<file path="config.mk">
export PLATFORM = sky130hd
export DESIGN_NAME = cam_learn_ctrl
export DESIGN_NICKNAME = d
export VERILOG_FILES = /design/src/rtl/cam_pkg.sv /design/src/rtl/cam_alloc.sv /design/src/rtl/cam_learn_ctrl.sv
export SDC_FILE = /design/constraint.sdc
export NUM_CORES = 1
export LEC_CHECK = 0
export CORE_UTILIZATION = 37
export DETAILED_ROUTE_END_ITERATION = 6
export PLACE_DENSITY = 0.82
export SKIP_CTS_REPAIR_TIMING = 1
export SKIP_LAST_GASP = 1
export SYNTH_ARGS = -nofsm -noshare
export SYNTH_HDL_FRONTEND = slang
export SYNTH_HIERARCHICAL = 1
export SYNTH_SLANG_ARGS = --single-unit
</file>
<file path="constraint.sdc">
create_clock -name clk -period 2 [get_ports clk]
set_input_delay 0.6 -clock clk [delete_from_list [all_inputs] [get_ports clk]]
set_output_delay 0.6 -clock clk [all_outputs]
set_load 0.05 [all_outputs]
</file>
<file path="src/rtl/cam_pkg.sv">
// ---------------------------------------------------------------------------
// cam_pkg
// Shared types and defaults for the CAM learning controller.
//   CAM_DATA_WIDTH / CAM_ADDR_WIDTH : default key and index widths
//   cam_learn_state_t               : controller FSM states
//   cam_rsp_t                       : registered response fields
// ---------------------------------------------------------------------------
package cam_pkg;

   localparam int CAM_DATA_WIDTH = 32;
   localparam int CAM_ADDR_WIDTH = 5;

   typedef enum logic [2:0] {
      IDLE,
      SEARCH,
      WAIT,
      WRITE,
      RESP
   } cam_learn_state_t;

   // "new" is a reserved word, hence is_new.
   typedef struct packed {
      logic                      hit;
      logic                      is_new;
      logic                      evict;
      logic [CAM_ADDR_WIDTH-1:0] index;
   } cam_rsp_t;

   localparam cam_rsp_t CAM_RSP_NONE = '0;

endpackage

</file>
<file path="src/rtl/cam_alloc.sv">
// ---------------------------------------------------------------------------
// cam_alloc
// Entry allocator for the CAM learning controller. Hands out free entries in
// order while the CAM is filling, then round-robin victims once it is full.
//   clk, rst      : clock, asynchronous active-high reset
//   alloc_i       : consume next_index_o this cycle
//   next_index_o  : index the next write should use
//   full_o        : every entry has been learned; next write evicts
//   fill_o        : number of entries learned, saturates at DEPTH
// ---------------------------------------------------------------------------
module cam_alloc #(
   parameter int ADDR_WIDTH = 5,
   parameter int DEPTH      = 1 << ADDR_WIDTH
) (
   input  logic                  clk,
   input  logic                  rst,
   input  logic                  alloc_i,
   output logic [ADDR_WIDTH-1:0] next_index_o,
   output logic                  full_o,
   output logic [ADDR_WIDTH:0]   fill_o
);

   localparam logic [ADDR_WIDTH:0]   FILL_MAX   = (ADDR_WIDTH+1)'(DEPTH);
   localparam logic [ADDR_WIDTH-1:0] LAST_INDEX = ADDR_WIDTH'(DEPTH - 1);

   logic [ADDR_WIDTH:0]   fill_q;
   logic [ADDR_WIDTH-1:0] victim_q;

   assign full_o       = (fill_q == FILL_MAX);
   assign fill_o       = fill_q;
   assign next_index_o = full_o ? victim_q : fill_q[ADDR_WIDTH-1:0];

   // The fill count and the victim pointer never move together: the pointer
   // only starts rotating after the fill count has saturated. The explicit
   // wrap keeps the rotation correct for non-power-of-two depths.
   always_ff @(posedge clk or posedge rst) begin
      if (rst) begin
         fill_q   <= '0;
         victim_q <= '0;
      end else if (alloc_i) begin
         if (!full_o) begin
            fill_q <= fill_q + 1'b1;
         end else if (victim_q == LAST_INDEX) begin
            victim_q <= '0;
         end else begin
            victim_q <= victim_q + 1'b1;
         end
      end
   end

endmodule

</file>
<file path="src/rtl/cam_learn_ctrl.sv">
// ---------------------------------------------------------------------------
// cam_learn_ctrl
// Upstream controller for the CAM. Takes one key lookup at a time, searches
// the CAM, and on a miss with learning enabled writes the key into a free or
// victim entry before responding.
//   clk, rst            : clock, asynchronous active-high reset
//   req_*               : valid/ready request channel (key + learn enable)
//   rsp_*               : valid/ready response channel (hit/new/evict/index)
//   cam_search_*        : search strobe and key; hit result one cycle later
//   cam_write_*         : write strobe, index and key
//   occupancy_o         : entries learned so far, 0..DEPTH
// Response index width follows cam_pkg::CAM_ADDR_WIDTH; instantiate with a
// matching ADDR_WIDTH.
// ---------------------------------------------------------------------------
module cam_learn_ctrl
   import cam_pkg::*;
#(
   parameter int DATA_WIDTH = CAM_DATA_WIDTH,
   parameter int ADDR_WIDTH = CAM_ADDR_WIDTH,
   parameter int DEPTH      = 1 << ADDR_WIDTH
) (
   input  logic                  clk,
   input  logic                  rst,

   input  logic                  req_valid_i,
   output logic                  req_ready_o,
   input  logic [DATA_WIDTH-1:0] req_key_i,
   input  logic                  learn_en_i,

   output logic                  rsp_valid_o,
   input  logic                  rsp_ready_i,
   output logic                  rsp_hit_o,
   output logic                  rsp_new_o,
   output logic                  rsp_evict_o,
   output logic [ADDR_WIDTH-1:0] rsp_index_o,

   output logic                  cam_search_o,
   output logic [DATA_WIDTH-1:0] cam_search_data_o,
   input  logic                  cam_search_valid_i,
   input  logic [ADDR_WIDTH-1:0] cam_search_index_i,

   output logic                  cam_write_o,
   output logic [ADDR_WIDTH-1:0] cam_write_index_o,
   output logic [DATA_WIDTH-1:0] cam_write_data_o,

   output logic [ADDR_WIDTH:0]   occupancy_o
);

   cam_learn_state_t      state_q, state_d;
   logic [DATA_WIDTH-1:0] key_q;
   logic                  learn_q;
   cam_rsp_t              rsp_q;

   logic                  alloc;
   logic [ADDR_WIDTH-1:0] alloc_index;
   logic                  alloc_full;

   cam_alloc #(
      .ADDR_WIDTH (ADDR_WIDTH),
      .DEPTH      (DEPTH)
   ) u_alloc (
      .clk          (clk),
      .rst          (rst),
      .alloc_i      (alloc),
      .next_index_o (alloc_index),
      .full_o       (alloc_full),
      .fill_o       (occupancy_o)
   );

   // Strobes decode straight from the state register so an asynchronous
   // reset kills a search or write strobe in the same cycle.
   assign req_ready_o       = (state_q == IDLE);
   assign cam_search_o      = (state_q == SEARCH);
   assign cam_write_o       = (state_q == WRITE);
   assign alloc             = cam_write_o;
   assign cam_write_index_o = alloc_index;
   assign cam_search_data_o = key_q;
   assign cam_write_data_o  = key_q;

   assign rsp_valid_o = (state_q == RESP);
   assign rsp_hit_o   = rsp_q.hit;
   assign rsp_new_o   = rsp_q.is_new;
   assign rsp_evict_o = rsp_q.evict;
   assign rsp_index_o = ADDR_WIDTH'(rsp_q.index);

   always_ff @(posedge clk or posedge rst) begin
      if (rst) begin
         state_q <= IDLE;
      end else begin
         state_q <= state_d;
      end
   end

   // WAIT is the cycle in which the CAM presents the result of the search
   // strobed in SEARCH; a miss branches to WRITE only when learning was
   // requested with this key.
   always_comb begin
      state_d = state_q;
      case (state_q)
         IDLE:    if (req_valid_i) state_d = SEARCH;
         SEARCH:  state_d = WAIT;
         WAIT: begin
            if (cam_search_valid_i)  state_d = RESP;
            else if (learn_q)        state_d = WRITE;
            else                     state_d = RESP;
         end
         WRITE:   state_d = RESP;
         RESP:    if (rsp_ready_i) state_d = IDLE;
         default: state_d = IDLE;
      endcase
   end

   // Request capture and response registration. The response is built in
   // WAIT (hit or plain miss) or in WRITE (learned miss) and then held
   // untouched through RESP, so a stalled consumer sees stable fields.
   always_ff @(posedge clk or posedge rst) begin
      if (rst) begin
         key_q   <= '0;
         learn_q <= 1'b0;
         rsp_q   <= CAM_RSP_NONE;
      end else begin
         case (state_q)
            IDLE: begin
               if (req_valid_i) begin
                  key_q   <= req_key_i;
                  learn_q <= learn_en_i;
               end
            end
            WAIT: begin
               if (cam_search_valid_i) begin
                  rsp_q.hit    <= 1'b1;
                  rsp_q.is_new <= 1'b0;
                  rsp_q.evict  <= 1'b0;
                  rsp_q.index  <= CAM_ADDR_WIDTH'(cam_search_index_i);
               end else if (!learn_q) begin
                  rsp_q <= CAM_RSP_NONE;
               end
            end
            WRITE: begin
               rsp_q.hit    <= 1'b0;
               rsp_q.is_new <= 1'b1;
               rsp_q.evict  <= alloc_full;
               rsp_q.index  <= CAM_ADDR_WIDTH'(alloc_index);
            end
            default: ;
         endcase
      end
   end

endmodule

</file>
==> results of run 1 <==
## cell usage after synthesis (3+ instances only)
library cell | number | share of area (%)
buf_12 | 3 | 2.1
buf_4 | 32 | 8.5
nand2_1 | 6 | 0.79
and3_1 | 3 | 0.66
mux2_4 | 33 | 17
mux2_2 | 3 | 1.2
inv_1 | 6 | 0.79
dfrtp_1 | 55 | 48
nor2_1 | 4 | 0.53
xnor2_1 | 3 | 0.93
a21o_2 | 3 | 0.93
a22o_1 | 3 | 0.93
ha_1 | 4 | 1.8
o21ai_0 | 8 | 1.4
nand2b_1 | 4 | 0.88
o31ai_1 | 3 | 0.79
## flip-flops by register name (all words and copies together) (netlist names)
signal	count
u_alloc/fill_o	6
rsp_index_o	5
learn_q	1
u_alloc/victim_q	5
rsp_hit_o	1
rsp_evict_o	1
cam_search_data_o	32
state_q	3
rsp_new_o	1
## metrics by stage
| stage | instances | TNS [ns] | area [um2] |
|---|---|---|---|
| CTS | 424 | -1.60 | 4070 |
| detailed placement | 416 | -0.0232 | 3980 |
| floorplan | 210 | -0.323 | 2870 |
| finish | 429 | -1.19 | 4130 |
| global route | 429 | -1.48 | 4130 |
| global placement | 416 | 0 | 3980 |
## area by class of cell
class	instances	area, um2
fill	591	3210
sequential	55	1380
timing repair buffer	150	1360
multi-input combinational	111	1140
tap	99	124
clock buffer	5	68.8
inverter	6	22.5
clock inverter	3	20.0
## cell usage in the layout, fill, tap and decap left out, types with 2 or more instances in the layout
| cell | count |
|---|---|
| o31ai_1 | 3 |
| clkdlybuf4s50_1 | 42 |
| xnor2_1 | 3 |
| nand3_1 | 2 |
| buf_6 | 2 |
| o2bb2ai_1 | 2 |
| clkinvlp_4 | 2 |
| nand2_1 | 6 |
| nand2b_4 | 2 |
| dfrtp_2 | 6 |
| a221o_1 | 2 |
| mux2_4 | 33 |
| ha_1 | 3 |
| nand2b_1 | 4 |
| buf_4 | 96 |
| buf_12 | 10 |
| mux2_2 | 3 |
| a22oi_1 | 2 |
| nor2_1 | 3 |
| and3_1 | 3 |
| dfrtp_1 | 49 |
| inv_1 | 3 |
| a21o_2 | 3 |
| nor2b_1 | 2 |
| a22o_1 | 3 |
| clkbuf_8 | 5 |
| o21ai_0 | 8 |
| nand4_1 | 2 |
| and2_4 | 2 |
| inv_2 | 3 |
## routing by layer
layer	share of wire, %	up-vias	GRT usage [%]
met2	51	73	26.0
met4	0.42	0	3.61
met3	6.5	2	3.93
met5	0	-	0
met1	42	975	19.8
li1	-	939	-
## worst max path at each step
stage | from | to | slack, ns | cells past startpoint
floorplan | u_alloc/fill_o[1] | cam_write_index_o[0] | -0.12 | 5
global placement | u_alloc/fill_o[1] | cam_write_index_o[0] | 0.02 | 6
detailed placement | u_alloc/fill_o[1] | cam_write_index_o[1] | -0.01 | 6
CTS | u_alloc/fill_o[1] | cam_write_index_o[1] | -0.37 | 6
global route | u_alloc/fill_o[1] | cam_write_index_o[1] | -0.36 | 6
finish | u_alloc/fill_o[1] | cam_write_index_o[1] | -0.30 | 6
## kinds of logic (layout without fill, tap and decap cells)
group	after synthesis	count (layout)	share of synthesized area, %
adders and majority gates	4	4	1.76
muxes	37	37	19.0
DFF	55	55	48.5
and+or+nand+nor	37	37	9.34
AOI/OAI and AO/OA	29	29	7.89
buffers and inverters	44	164	12.3
xor gates and xnor gates	4	4	1.23
## worst reg2reg max path, cell delays in order (launching register included)
cell and delay [ns]:
dfrtp_2 0.42, inv_2 0.07, ha_4 0.14, nand4bb_4 0.13, nor2_4 0.15, mux2_4 0.33
nand2_1 0.07, o21ai_0 0.10, a22o_1 0.19
==> run metrics, run 1 <==
outcome finished, violations left; violated checks setup timing; CTS tree yes; Crit-path slowest cell dfrtp_2; worst path cell trace inv_2 > ha_4 > nand4bb_4 > nor2_4 > mux2_4 > buf_6; ANT nets after route 0; setup violators final 5; synth warn 6; Iteration-0 DRC Markers 54; final max-slew violation count 0; Via Count 1,989; clock skew 0.00649 ns; Ports 130; Core Area 7330 um2; Worst R2R End rsp_index_o[1]; EDFF count, synth 0; Critical path buffers and inverters 2; CP max stage delay 0.42 ns; reg2reg start u_alloc/fill_o[1]; Num CTS Buffers 5; hold_sp rsp_index_o[4]; initial cell density of the core 38.7%; Total GRT Usage 15.4%; clock sink count 55; area grow syn2layout 45.3%; Fin Hold WS 0.514 ns; syn avg cell area 13.5 um2; diode count 0; worst-skew pair later-pin latency 0.30 ns; CTS Buffer Depth 2; Crit path max-delay family flip-flops; net count after synthesis 257; antenna violations before repair 0; worst hold endpoint rsp_index_o[4]; # H-tree levels 2; CTS clk-pin slew, worst paths 0.10 ns; setup ws final -0.301 ns; Hold WC Path Type register to register; clock root cell clkbuf_8; RSZ-0062 raised after global routing yes; I/O Buffers 129; R2R Setup Slk 0.30 ns; FP Rows 31; final hold viol count 0; WP data arrival 1.70 ns; Residual DRC 0; kind of critical path register to output port; share of cells above drive strength 1 54.5%; Slew HR 69.3%; Worst Path Required 1.40 ns; endpoint type of the worst setup path output port; Die Y 89.6 um; RePlAce Congestion 0.833; crit path time final 2.30 ns; Layout Nets 376; Worst Hold Path Cells 1; Max-Cap Viols 0; fmax 435 MHz; Synth Cell Area 2840 um2; Via density 4.64; synthesized flop and latch total 55; vias in the first global route 1,899; sequential area share after synthesis 48.5%; crit path max fanout 3; ys flop type dfrtp_1; drt first pass iters 4; cells on worst reg2reg path 8; Die ar. 8030 um2; library cells used by synthesis 44; first-pass GRT wire length 9380 um; post-synthesis cell count 210; Slew @ Worst Pin 0.461 ns; Congestion Overflow GR 0; Die X 89.6 um; Final Cycle Share 115%; Final Core Density 56.3%; Synth async-reset ratio 100%; Post-Route WL 6220 um; Routed WL per cell 14.5 um; DP Wirelength 4680 um; Place WS -0.0130 ns; largest net degree at the start of global routing 45; Setup crit start kind register
Power of run 1 is not shown: default switching activity piles up to over one toggle a cycle in this logic, so the estimate is an artifact.
==> run 2: changes to the inputs <==
--- a/config.mk
+++ b/config.mk
@@ -5,9 +5,10 @@
 export SDC_FILE = /design/constraint.sdc
 export NUM_CORES = 1
 export LEC_CHECK = 0
+export CORE_MARGIN = 4
 export CORE_UTILIZATION = 37
 export DETAILED_ROUTE_END_ITERATION = 6
-export PLACE_DENSITY = 0.82
+export PLACE_DENSITY = 0.79
 export SKIP_CTS_REPAIR_TIMING = 1
 export SKIP_LAST_GASP = 1
 export SYNTH_ARGS = -nofsm -noshare
==> constraint.sdc (replaced) <==
create_clock -name clk -period 2.8 [get_ports clk]
set_input_delay 0.84 -clock clk [delete_from_list [all_inputs] [get_ports clk]]
set_output_delay 0.84 -clock clk [all_outputs]
set_load 0.05 [all_outputs]
==> run metrics, run 2 (synthesis results as in run 1) <==
CTS clk-pin slew, worst paths 0.09 ns; Die Y 95.6 um; CTS Buffer Depth 2; Die X 95.6 um; WL met2 3300 um; share of cells above drive strength 1 25.7%; # H-tree levels 2; Crit-path slowest cell dfrtp_2; Max Used Layer met4; Post-Route WL 6700 um; most common cell after layout, fill and taps aside clkdlybuf4s50_1; Via density 4.74; Setup crit start kind register; clock skew 0.00251 ns; Die ar. 9140 um2; Core Area 7370 um2; worst-skew pair later-pin latency 0.29 ns; clock root cell clkbuf_8; DP Wirelength 5190 um; area grow syn2layout 46.6%; setup ws final 0.0731 ns; I/O Buffers 129; Max-Cap Viols 0; RePlAce Congestion 0.790; Place WS 0.343 ns; outcome finished clean; Slew HR 59.8%; Via Count 1,982; Num CTS Buffers 5; worst path cell trace inv_1 > ha_2 > nand4bb_4 > nor2_4 > buf_4 > a21o_1 > buf_12; largest net degree at the start of global routing 26; fmax 367 MHz; endpoint type of the worst setup path output port; final hold viol count 0; Ports 130; Final Cycle Share 97.4%; ANT nets after route 0; WP data arrival 1.89 ns; final max-slew violation count 0; Worst Path Required 1.96 ns; first-pass GRT wire length 10,500 um; crit path time final 2.73 ns; Routed WL per cell 16.0 um; diode count 0; met3 WL 459 um; drt first pass iters 4; Hold WC Path Type register to register; FP Rows 31; Fin Hold WS 0.504 ns; Congestion Overflow GR 0; Residual DRC 0; CTS tree yes; Layout Nets 365; Crit path max-delay family flip-flops; setup violators final 0; antenna violations before repair 0; Filler cells 614; Iteration-0 DRC Markers 52; max FFs per register 32; met1 wire length 2860 um; Multi-input gate area 1120 um2; initial cell density of the core 38.5%; clock sink count 55; kind of critical path register to output port; Reg area 1380 um2; vias in the first global route 2,038; Slew @ Worst Pin 0.599 ns; RSZ-0062 raised after global routing no; Total GRT Usage 14.6%; most frequent cells in the layout clkdlybuf4s50_1, dfrtp_1, mux2_4, buf_4, o21ai_0; Critical path buffers and inverters 3; CP max stage delay 0.45 ns; Final Core Density 56.5%; Final Instance Count excl. Fillers 418; crit path max fanout 6; Placed Cells 405
-- run 2: changes by cell type in the layout (fill, tap and decap cells not counted), sizes merged --
cell / previous run / this run
buf: 108 / 18
bufinv: 0 / 1
clkbuf: 5 / 6
clkdlybuf4s50: 42 / 121
clkinvlp: 2 / 0
-- run 2: stage by stage --
stage	area (um2)	setup TNS, ns
after floorplan	2840	0
after global placement	4000	0
after detailed placement	4000	0
after CTS	4110	-0.00265
after global routing	4160	0
final	4160	0
-- run 2: final cells by class --
cell class	instances	area share (%)
inverters	6	0.541
flip-flops and latches	55	33.1
well taps	99	2.98
multi-input cells	111	26.8
repair buffers	139	33.7
clock buffers	6	1.98
clock inverters	2	0.842
-- run 2: worst register-to-register path: stages (launching register included) --
cell,delay [ns]
dfrtp_2,0.45
inv_1,0.08
ha_2,0.20
nand4bb_4,0.15
nor2_4,0.21
mux2_4,0.33
nand2_1,0.07
o21ai_0,0.08
a22o_1,0.18
-- run 2: final timing paths --
path,startpoint,end,slack (ns),cells past startpoint
hold / removal,rsp_index_o[0],rsp_index_o[0],0.50,1
setup / recovery,u_alloc/fill_o[0],cam_write_index_o[2],0.07,7
hold reg to reg,rsp_index_o[0],rsp_index_o[0],0.50,1
setup reg to reg,u_alloc/fill_o[0],rsp_index_o[1],0.94,8
max in group asynchronous,rst,state_q[2],1.41,3
min in group asynchronous,rst,cam_search_data_o[14],0.86,2
-- run 2: routing by layer --
metal	GRT usage, %	up-vias
met5	0	-
met4	3.67	0
met3	2.92	9
met2	24.3	85
met1	19.5	970
li1	-	918
Power of run 2 is left out for the same reason.
